$ cat src/rtl/lsu_pkg.sv
// Shared types and helpers for the lsu_v1 load/store unit.
// Optional build macro: LSU_RANGE_CHECK_EN (used by lsu_v1).
package lsu_pkg;

  localparam int LSU_MAX_RD_LATENCY = 3;

  // RISC-V load/store width codes; stores reuse LB/LH/LW for SB/SH/SW
  typedef enum logic [2:0] {
    F3_LB  = 3'b000,
    F3_LH  = 3'b001,
    F3_LW  = 3'b010,
    F3_LBU = 3'b100,
    F3_LHU = 3'b101
  } lsu_width_e;

  typedef enum logic [2:0] {
    ST_IDLE,
    ST_RD,
    ST_RD_WAIT,
    ST_RMW_WAIT,
    ST_WR,
    ST_RESP,
    ST_ERR
  } lsu_state_e;

  // Codes with no meaning for the given direction
  function automatic logic funct3_illegal(input logic [2:0] f3, input logic we);
    return (f3 == 3'b011) || (f3[2:1] == 2'b11) || (we && f3[2]);
  endfunction

  // Halfwords need an even address, words need a multiple of four
  function automatic logic misaligned(input logic [2:0] f3, input logic [1:0] off);
    return ((f3[1:0] == 2'b01) && off[0]) || ((f3[1:0] == 2'b10) && (off != 2'b00));
  endfunction

endpackage

$ cat src/rtl/lsu_align_v1.sv
// Byte-lane steering for lsu_v1: load extract with sign/zero extension and
// sub-word store merge into a previously read word. Purely combinational.
module lsu_align_v1
  import lsu_pkg::*;
(
  input  logic [31:0] load_word,
  input  logic [31:0] old_word,
  input  logic [31:0] new_data,
  input  logic [1:0]  byte_off,
  input  logic [2:0]  funct3,
  output logic [31:0] load_data,
  output logic [31:0] merged_word
);

  logic [7:0]  lane_byte;
  logic [15:0] lane_half;

  // Select the addressed byte and halfword of the loaded word
  always_comb begin
    lane_byte = load_word[7:0];
    case (byte_off)
      2'd0:    lane_byte = load_word[7:0];
      2'd1:    lane_byte = load_word[15:8];
      2'd2:    lane_byte = load_word[23:16];
      default: lane_byte = load_word[31:24];
    endcase
    lane_half = byte_off[1] ? load_word[31:16] : load_word[15:0];
  end

  // Extend the selected lane to a full register value
  always_comb begin
    load_data = '0;
    case (funct3)
      F3_LB:   load_data = {{24{lane_byte[7]}}, lane_byte};
      F3_LH:   load_data = {{16{lane_half[15]}}, lane_half};
      F3_LW:   load_data = load_word;
      F3_LBU:  load_data = {24'd0, lane_byte};
      F3_LHU:  load_data = {16'd0, lane_half};
      default: load_data = '0;
    endcase
  end

  // Overlay the low byte/halfword of the store data onto the old word
  always_comb begin
    merged_word = old_word;
    case (funct3[1:0])
      2'b00: begin
        case (byte_off)
          2'd0:    merged_word[7:0]   = new_data[7:0];
          2'd1:    merged_word[15:8]  = new_data[7:0];
          2'd2:    merged_word[23:16] = new_data[7:0];
          default: merged_word[31:24] = new_data[7:0];
        endcase
      end
      2'b01: begin
        if (byte_off[1]) merged_word[31:16] = new_data[15:0];
        else             merged_word[15:0]  = new_data[15:0];
      end
      default: merged_word = new_data;
    endcase
  end

endmodule

$ cat src/rtl/lsu_v1.sv
// Load/store unit driving a word-wide memory port. One request at a time;
// sub-word stores are done as read-modify-write.
// Optional build macro: LSU_RANGE_CHECK_EN -- reject byte addresses beyond
// the memory; when undefined, upper address bits are ignored (aliasing).
//
// state    | meaning
// IDLE     | req_ready high, waiting for a request
// RD       | read strobe asserted for one cycle
// RD_WAIT  | waiting RD_LATENCY cycles for load data
// RMW_WAIT | waiting RD_LATENCY cycles for the word to merge into
// WR       | write strobe asserted with the final word
// RESP     | resp_valid pulse for a completed access
// ERR      | resp_valid + resp_err pulse, no memory access made
module lsu_v1
  import lsu_pkg::*;
#(
  parameter int addr_width = 10,
  parameter int data_width = 32,
  parameter int RD_LATENCY = 1
) (
  input  logic                  clk,
  input  logic                  rst,
  input  logic                  req_valid,
  output logic                  req_ready,
  input  logic                  req_we,
  input  logic [2:0]            req_funct3,
  input  logic [31:0]           req_addr,
  input  logic [31:0]           req_wdata,
  output logic                  resp_valid,
  output logic [31:0]           resp_rdata,
  output logic                  resp_err,
  output logic [addr_width-1:0] mem_addr,
  output logic [data_width-1:0] mem_data_out,
  input  logic [data_width-1:0] mem_data_in,
  output logic                  mem_write_enable,
  output logic                  mem_read_enable
);

  localparam int CNT_W = $clog2(LSU_MAX_RD_LATENCY);
  localparam logic [CNT_W-1:0] WAIT_INIT = CNT_W'(RD_LATENCY - 1);

  lsu_state_e       state;
  logic [CNT_W-1:0] wait_cnt;
  logic             we_q;
  logic [2:0]       f3_q;
  logic [1:0]       off_q;
  logic [31:0]      wdata_q;

  logic        accept;
  logic        range_err;
  logic        req_err;
  logic [31:0] load_data;
  logic [31:0] merged_word;

  assign accept = req_valid && req_ready;

`ifdef LSU_RANGE_CHECK_EN
  assign range_err = |req_addr[31:addr_width+2];
`else
  logic unused_addr_hi;
  assign unused_addr_hi = ^req_addr[31:addr_width+2];
  assign range_err = 1'b0;
`endif

  assign req_err = range_err || funct3_illegal(req_funct3, req_we)
                || misaligned(req_funct3, req_addr[1:0]);

  lsu_align_v1 u_align (
    .load_word   (mem_data_in),
    .old_word    (mem_data_in),
    .new_data    (wdata_q),
    .byte_off    (off_q),
    .funct3      (f3_q),
    .load_data   (load_data),
    .merged_word (merged_word)
  );

  // Request sequencing with all port outputs registered; strobes and the
  // response are single-cycle pulses defaulted low every cycle.
  always_ff @(posedge clk or posedge rst) begin
    if (rst) begin
      state            <= ST_IDLE;
      wait_cnt         <= '0;
      we_q             <= 1'b0;
      f3_q             <= '0;
      off_q            <= '0;
      wdata_q          <= '0;
      req_ready        <= 1'b1;
      resp_valid       <= 1'b0;
      resp_rdata       <= '0;
      resp_err         <= 1'b0;
      mem_addr         <= '0;
      mem_data_out     <= '0;
      mem_write_enable <= 1'b0;
      mem_read_enable  <= 1'b0;
    end else begin
      mem_read_enable  <= 1'b0;
      mem_write_enable <= 1'b0;
      mem_data_out     <= '0;
      resp_valid       <= 1'b0;
      resp_err         <= 1'b0;
      resp_rdata       <= '0;
      case (state)
        ST_IDLE: begin
          if (accept) begin
            we_q      <= req_we;
            f3_q      <= req_funct3;
            off_q     <= req_addr[1:0];
            wdata_q   <= req_wdata;
            mem_addr  <= req_addr[addr_width+1:2];
            req_ready <= 1'b0;
            if (req_err) begin
              state      <= ST_ERR;
              resp_valid <= 1'b1;
              resp_err   <= 1'b1;
            end else if (req_we && (req_funct3 == F3_LW)) begin
              state            <= ST_WR;
              mem_write_enable <= 1'b1;
              mem_data_out     <= req_wdata;
            end else begin
              state           <= ST_RD;
              mem_read_enable <= 1'b1;
            end
          end
        end
        ST_RD: begin
          wait_cnt <= WAIT_INIT;
          state    <= we_q ? ST_RMW_WAIT : ST_RD_WAIT;
        end
        ST_RD_WAIT: begin
          if (wait_cnt == '0) begin
            resp_rdata <= load_data;
            resp_valid <= 1'b1;
            state      <= ST_RESP;
          end else begin
            wait_cnt <= wait_cnt - 1'b1;
          end
        end
        ST_RMW_WAIT: begin
          if (wait_cnt == '0) begin
            mem_data_out     <= merged_word;
            mem_write_enable <= 1'b1;
            state            <= ST_WR;
          end else begin
            wait_cnt <= wait_cnt - 1'b1;
          end
        end
        ST_WR: begin
          resp_valid <= 1'b1;
          state      <= ST_RESP;
        end
        ST_RESP, ST_ERR: begin
          mem_addr  <= '0;
          req_ready <= 1'b1;
          state     <= ST_IDLE;
        end
        default: begin
          mem_addr  <= '0;
          req_ready <= 1'b1;
          state     <= ST_IDLE;
        end
      endcase
    end
  end

endmodule

$ cat config.mk
export PLATFORM = sky130hd
export DESIGN_NAME = lsu_v1
export DESIGN_NICKNAME = d
export VERILOG_FILES = /design/src/rtl/lsu_pkg.sv /design/src/rtl/lsu_align_v1.sv /design/src/rtl/lsu_v1.sv
export SDC_FILE = /design/constraint.sdc
export NUM_CORES = 1
export LEC_CHECK = 0
export CELL_PAD_IN_SITES_DETAIL_PLACEMENT = 1
export CELL_PAD_IN_SITES_GLOBAL_PLACEMENT = 1
export CORE_MARGIN = 2
export CORE_UTILIZATION = 38
export DETAILED_ROUTE_END_ITERATION = 10
export GPL_TIMING_DRIVEN = 1
export PLACE_DENSITY_LB_ADDON = 0.1
export SETUP_SLACK_MARGIN = 0.4
export SLEW_MARGIN = 10
export SYNTH_ARGS = -nofsm -noshare
export SYNTH_HDL_FRONTEND = slang
export SYNTH_SLANG_ARGS = --single-unit
export TNS_END_PERCENT = 1
$ cat constraint.sdc
create_clock -name clk -period 7.8 [get_ports clk]
set_input_delay 1.56 -clock clk [delete_from_list [all_inputs] [get_ports clk]]
set_output_delay 1.56 -clock clk [all_outputs]
set_load 0.01 [all_outputs]
# Word level (Yosys, flattened, before mapping)

Cells that the tools add are included.

Bits in registers: 122
Bits of input ports: 103
Output and inout port bits: 79
Word-level logic and storage cells: 102

Add/subtract/negate cells: 1
Equal/unequal tests: 20
Mux-type cells: 43
Bitwise logic cells: 1
Reductions and logical operators: 23

Operators with widths:

| kind                 | number |
|---|---|
| $mux W32             | 6 |
| $pmux W32 S5         | 1 |
| $pmux W32 S2         | 2 |
| $mux W16             | 3 |
| $mux W8              | 4 |
| $pmux W8 S3          | 1 |
| $pmux W10 S2         | 1 |
| $eq A3 B2 Y1 const B | 5 |
| $mux W3              | 5 |
| $pmux W3 S5          | 1 |
| $mux W1              | 13 |
| $mux W10             | 1 |
| $eq A3 B3 Y1 const B | 3 |
| $ne A2 B2 Y1 const B | 4 |
| $eq A2 B1 Y1 const B | 3 |
| $eq A2 B2 Y1 const B | 3 |
| $eq A3 B1 Y1 const B | 2 |
| $logic_not A2 Y1     | 3 |
| $logic_not A3 Y1     | 2 |
| $reduce_and A2 Y1    | 3 |
| $logic_and A1 B1 Y1  | 5 |
| $logic_or A1 B1 Y1   | 4 |
| $pmux W1 S2          | 2 |
| $pmux W2 S2          | 1 |
| 9 further kinds      | 10 |

# Logic depth before layout (Yosys ltp)

Depth after elaboration: 7
Mapped depth: 7
Gate-level depth less buffers: 6

# Cells and area by module

A second synthesis with hierarchy kept.

Cell total of the unflattened synthesis: 649
Area total of the unflattened synthesis: 6331.1 um2

Modules (own cells, without submodules):

| module       | instances | cells an instance | area each (um2) |
|---|---|---|---|
| lsu_v1       | 1         | 393               | 4449.3 |
| lsu_align_v1 | 1         | 256               | 1881.8 |

# Worst setup path before layout

Ideal clock, no wire load.

Path type: in2reg
Start: input port req_funct3[0]
End: register mem_data_out[9]
Library setup time: 95 ps
Arrival: 2588 ps
Data required time: 7705 ps
Setup slack: 5116 ps
Stages on the path: 6
Buffers on the path: 2
Cells stage by stage: nor4_2 and3_1 buf_2 buf_2 nand3_1 o31ai_1

Word-level cells in the longest chain between the ends: 7
Elaborated cells on any way between the ends: 15
Classes of those cells: eq/ne: 4; mux: 4; reduce/logical: 7

RTL lines:

| what                                                      | RTL line                     | text |
|---|---|---|
| from (decl)                                               | lsu_v1.sv:26                 | `input logic [2:0] req_funct3,` |
| $eq A3 B2 Y1 (tied with other cells)                      | lsu_pkg.sv:28                | `return (f3 == 3'b011) \|\| (f3[2:1] == 2'b11) \|\| (we && f3[2]);` |
| $logic_or A1 B1 Y1 or $logic_and A1 B1 Y1 (tied branches) | lsu_pkg.sv:28, lsu_pkg.sv:33 |  |
| $logic_or A1 B1 Y1, on equally long branches              | lsu_pkg.sv:28, lsu_pkg.sv:33 |  |
| $logic_or A1 B1 Y1                                        | lsu_v1.sv:66                 | `\|\| misaligned(req_funct3, req_addr[1:0]);` |
| $mux W32 *                                                | lsu_v1.sv:112                | `if (req_err) begin` |
| $mux W32 *                                                | lsu_v1.sv:105                | `if (accept) begin` |
| $pmux W32 S2 *                                            | lsu_v1.sv:103                | `case (state)` |
| to (signal assigned)                                      | lsu_v1.sv:119                | `mem_data_out <= req_wdata;` |
| to (signal assigned)                                      | lsu_v1.sv:141                | `mem_data_out <= merged_word;` |
| to (decl)                                                 | lsu_v1.sv:33                 | `output logic [data_width-1:0] mem_data_out,` |

Every way passes the cells marked *; elsewhere a longest branch is shown, timed or not.
A chain may end at the register's enable or synchronous reset.

# Worst setup path after layout

Start: input port req_valid
End: register mem_data_out[25]

Word-level cells in the longest chain between the ends: 3

RTL lines:

| what                | RTL line      | text |
|---|---|---|
| from (decl)         | lsu_v1.sv:23  | `input logic req_valid,` |
| $logic_and A1 B1 Y1 | lsu_v1.sv:55  | `assign accept = req_valid && req_ready;` |
| $mux W32            | lsu_v1.sv:105 |  |
| $pmux W32 S2        | lsu_v1.sv:103 |  |

Every way passes these cells.

==> impl_metrics.yaml <==
run_status:
  status: "complete, no violations"
global_route:
  grt_max_degree: 72
  grt.overflow.total: 0
  grt_first_pass_wirelength_um: 31310
  grt_pass1_vias: 5435
  antenna_found_initial: 0
  grtUsageTotal_pct: 25.28
clock_network:
  post_cts_resized: 0
  cts_tree: "built"
  ctsLongestPathBuffers: 2
  root_buffer: "clkbuf_16"
  htreeDepth: 4
  hold_buffers: 0
  post-cts-setup-buffer-count: 0
  path_clk_slew_ns: 0.06
  numCtsBuffers: 17
  clk_latency_ns: 0.42
  cts_sinks: 122
synthesis:
  synth-seq-area-share_pct: 52.97
  mappedNetlistArea_um2: 5766
  synthCells: 595
  synthAdderAreaFrac_pct: 0.2170
  syn_avg_cell_area_um2: 9.690
  muxShareOfSynthArea_pct: 8.507
  synth_compound_area_share_pct: 17.34
  ys_ff_latch: 122
  synth_top_family_by_area: "compound AO/OA/AOI/OAI gates"
  synth-warning-count: 0
  synth_cell_type_count: 45
  yosys.area_share.simple_pct: 16.78
  synth.net_count: 699
  synth_xor_area_share_pct: 0
worst_hold_path:
  hold_depth: 2
  min_to: "wdata_q[21]$_DFFE_PP0P_"
  worstHoldStart: "wdata_q[21]$_DFFE_PP0P_"
  min_path_type: "flip-flop to flip-flop"
cells_and_area:
  drive_above_1_share_pct: 6.764
  syn2layout_area_growth_pct: 40.28
  fin_nets: 845
  num_antenna_cells: 0
routing:
  post_drt_via_cell_ratio: 5.539
  dr.pass1.iters: 4
  ant_nets: 0
  drt-total-wl_um: 19820
  drcViolationCount: 0
  drtIter0Drc: 395
  wl_per_cell_um: 21.04
  vias: 5218
critical_path:
  cp_data_arrival_time_ns: 3.81
  critPathLaunchType: "primary input"
  required_ns: 8.11
  cp_max_fo: 47
  worstReg2RegEnd: "mem_data_out[25]$_DFF_PP0_"
  reg2reg_setup_slack_ns: 5.26
  crit_type: "primary input to flip-flop"
  worstRegToRegCells: 5
  r2r_start: "state[0]$_DFFE_PP0P_"
  crit_path_end_kind: "flip-flop"
placement:
  post-place-ws_ns: 3.951
  hpwl_um: 13850
  port_buffers: 161
  gp_congestion: 0.8396
floorplanning:
  io_pins: 182
  coreArea_um2: 15030
  die_area_um2: 16170
  die_w_um: 127.2
  initial_core_util_pct: 38.35
  core.rowCount: 45
  die_height_um: 127.2
power:
  finalPower_mw: 2.899
  ir_drop_v: 0.0001471
  power_leakage_nw: 3.630
  power_density_nw_per_um2: 358.4
timing:
  worst_slew_pin_slew_ns: 1.010
  timing.final.crit_share_pct: 44.87
  rsz0062_at_grt: "no"
  holdWs_ns: 0.4718
  setup-tns-final_ns: 0
  finClkSkew_ns: 0.008680
  max_slew_margin_pct: 32.51
  finalCriticalPeriod_ns: 3.500
  finalHoldViolations: 0
  worst_slack_ns: 4.300
  drv_slew: 0
  setup_viol: 0
  fmax_ghz: 0.2857
job:
  max_cap_violations: 0
## worst max-delay path, stage by stage
cell and delay, ns:
clkdlybuf4s50_1 0.52, nand2_1 0.14, nor3_4 0.70, buf_4 0.57, nand3_1 0.15, o221ai_1 0.14
## cells by family (layout without fill, tap and decap cells)
logic type	Yosys count	after routing
multiplexers	49	49
AO/OA/AOI/OAI	153	153
AND/OR/NAND/NOR	222	222
buffers and inverters	48	207
flip-flops	122	122
adder cells (fa/ha/maj)	1	1
## power breakdown
group,switching (mW),internal [mW],leakage (nW)
combinational,0.614,0.469,1.70
clock,0.296,0.539,0.295
sequential,0.167,0.814,1.63
## cell usage after synthesis, drive strengths merged
library cell  number  area [µm²]
nand2b             3       18.77
o221ai            16       140.1
clkbuf            11       41.29
o21bai             2       18.77
buf               30       173.9
or3                4       25.02
a221oi             2       17.52
a221o              7       70.07
nand3             19       100.1
nor3               5       30.03
dfstp              1       26.28
nand4b             1       8.760
dfrtp            121        3028
o22ai             11       68.82
nor2b              3       18.77
nor4b              1       15.01
and3               2       12.51
nand4              1       12.51
inv                7       26.28
nor2              40       166.4
o2111ai            1       8.760
or3b               1       8.760
mux2i             49       490.5
a22o              10       87.58
ha                 1       12.51
a21o               2       15.01
a31oi              8       50.05
a21oi             54       285.3
nand2            138       518.0
o31ai              1       7.510
a22oi             14       105.1
o21ai             25       125.1
or2                2       12.52
nor4               1       12.51
nor3b              1       7.510
## layer usage
layer | routed length, µm | vias up | part of all wire, % | track usage (%)
li1 | - | 2399 | - | -
met1 | 8955 | 2634 | 45 | 35.24
met2 | 9572 | 166 | 48 | 40.54
met3 | 1016 | 19 | 5.1 | 4.899
met4 | 279 | 0 | 1.4 | 7.175
met5 | 0 | - | 0 | 0
## worst max path at each step
stage | startpoint | to | slack, ns | cells after the start
floorplan | rst | f3_q[0]$_DFFE_PP0P_ | 3.00 | 1
global placement | req_valid | mem_data_out[31]$_DFF_PP0_ | 4.02 | 6
detailed placement | req_valid | mem_data_out[29]$_DFF_PP0_ | 3.95 | 6
CTS | req_valid | mem_data_out[25]$_DFF_PP0_ | 4.37 | 6
global route | req_valid | mem_data_out[25]$_DFF_PP0_ | 4.17 | 6
finish | req_valid | mem_data_out[25]$_DFF_PP0_ | 4.30 | 6
## cell usage in the layout (no fill, tap or decap), types with 2 or more instances in the layout
| cell | n |
|---|---|
| buf_4 | 7 |
| nand2b_1 | 3 |
| bufinv_16 | 4 |
| nand3_1 | 18 |
| a22oi_1 | 14 |
| and3_1 | 2 |
| nor2_1 | 39 |
| a221oi_1 | 2 |
| a22o_1 | 10 |
| mux2i_1 | 49 |
| inv_1 | 6 |
| a221o_1 | 7 |
| clkinvlp_4 | 4 |
| or3_1 | 4 |
| dfrtp_1 | 121 |
| o221ai_1 | 16 |
| nor3_1 | 4 |
| a21o_1 | 2 |
| o22ai_1 | 11 |
| clkdlybuf4s50_1 | 161 |
| a31oi_1 | 8 |
| clkbuf_16 | 17 |
| a21oi_1 | 52 |
| o21ai_0 | 24 |
| nand2_1 | 138 |
| clkinv_2 | 5 |
| nor2b_1 | 3 |
## per-stage QoR
stage | cell area, µm² | instances | util, %
floorplan | 5766 | 595 | -
global placement | 7463 | 910 | 49.65
detailed placement | 7463 | 910 | 49.65
CTS | 8082 | 942 | 53.76
global route | 8088 | 942 | 53.80
finish | 8088 | 942 | 53.80
## area by class of cell
type                    count  area, µm²
fillers                  1648       6945
flip-flops and latches    122       3054
multi-input cells         425       2487
repair buffers            168       1664
clock buffers              19      442.9
well taps                 188      235.2
clock inverters            13      175.2
inverters                   7      28.78
## state kept, by name, indices dropped and copies added, names as in the netlist
name and cells:
resp_rdata 32, mem_addr 10, mem_write_enable 1, off_q 2, mem_data_out 32, resp_err 1
wdata_q 32, mem_read_enable 1, state 3, resp_valid 1, we_q 1, req_ready 1
f3_q 3, wait_cnt 2
No activity file was read; power rests on OpenSTA's default activity.
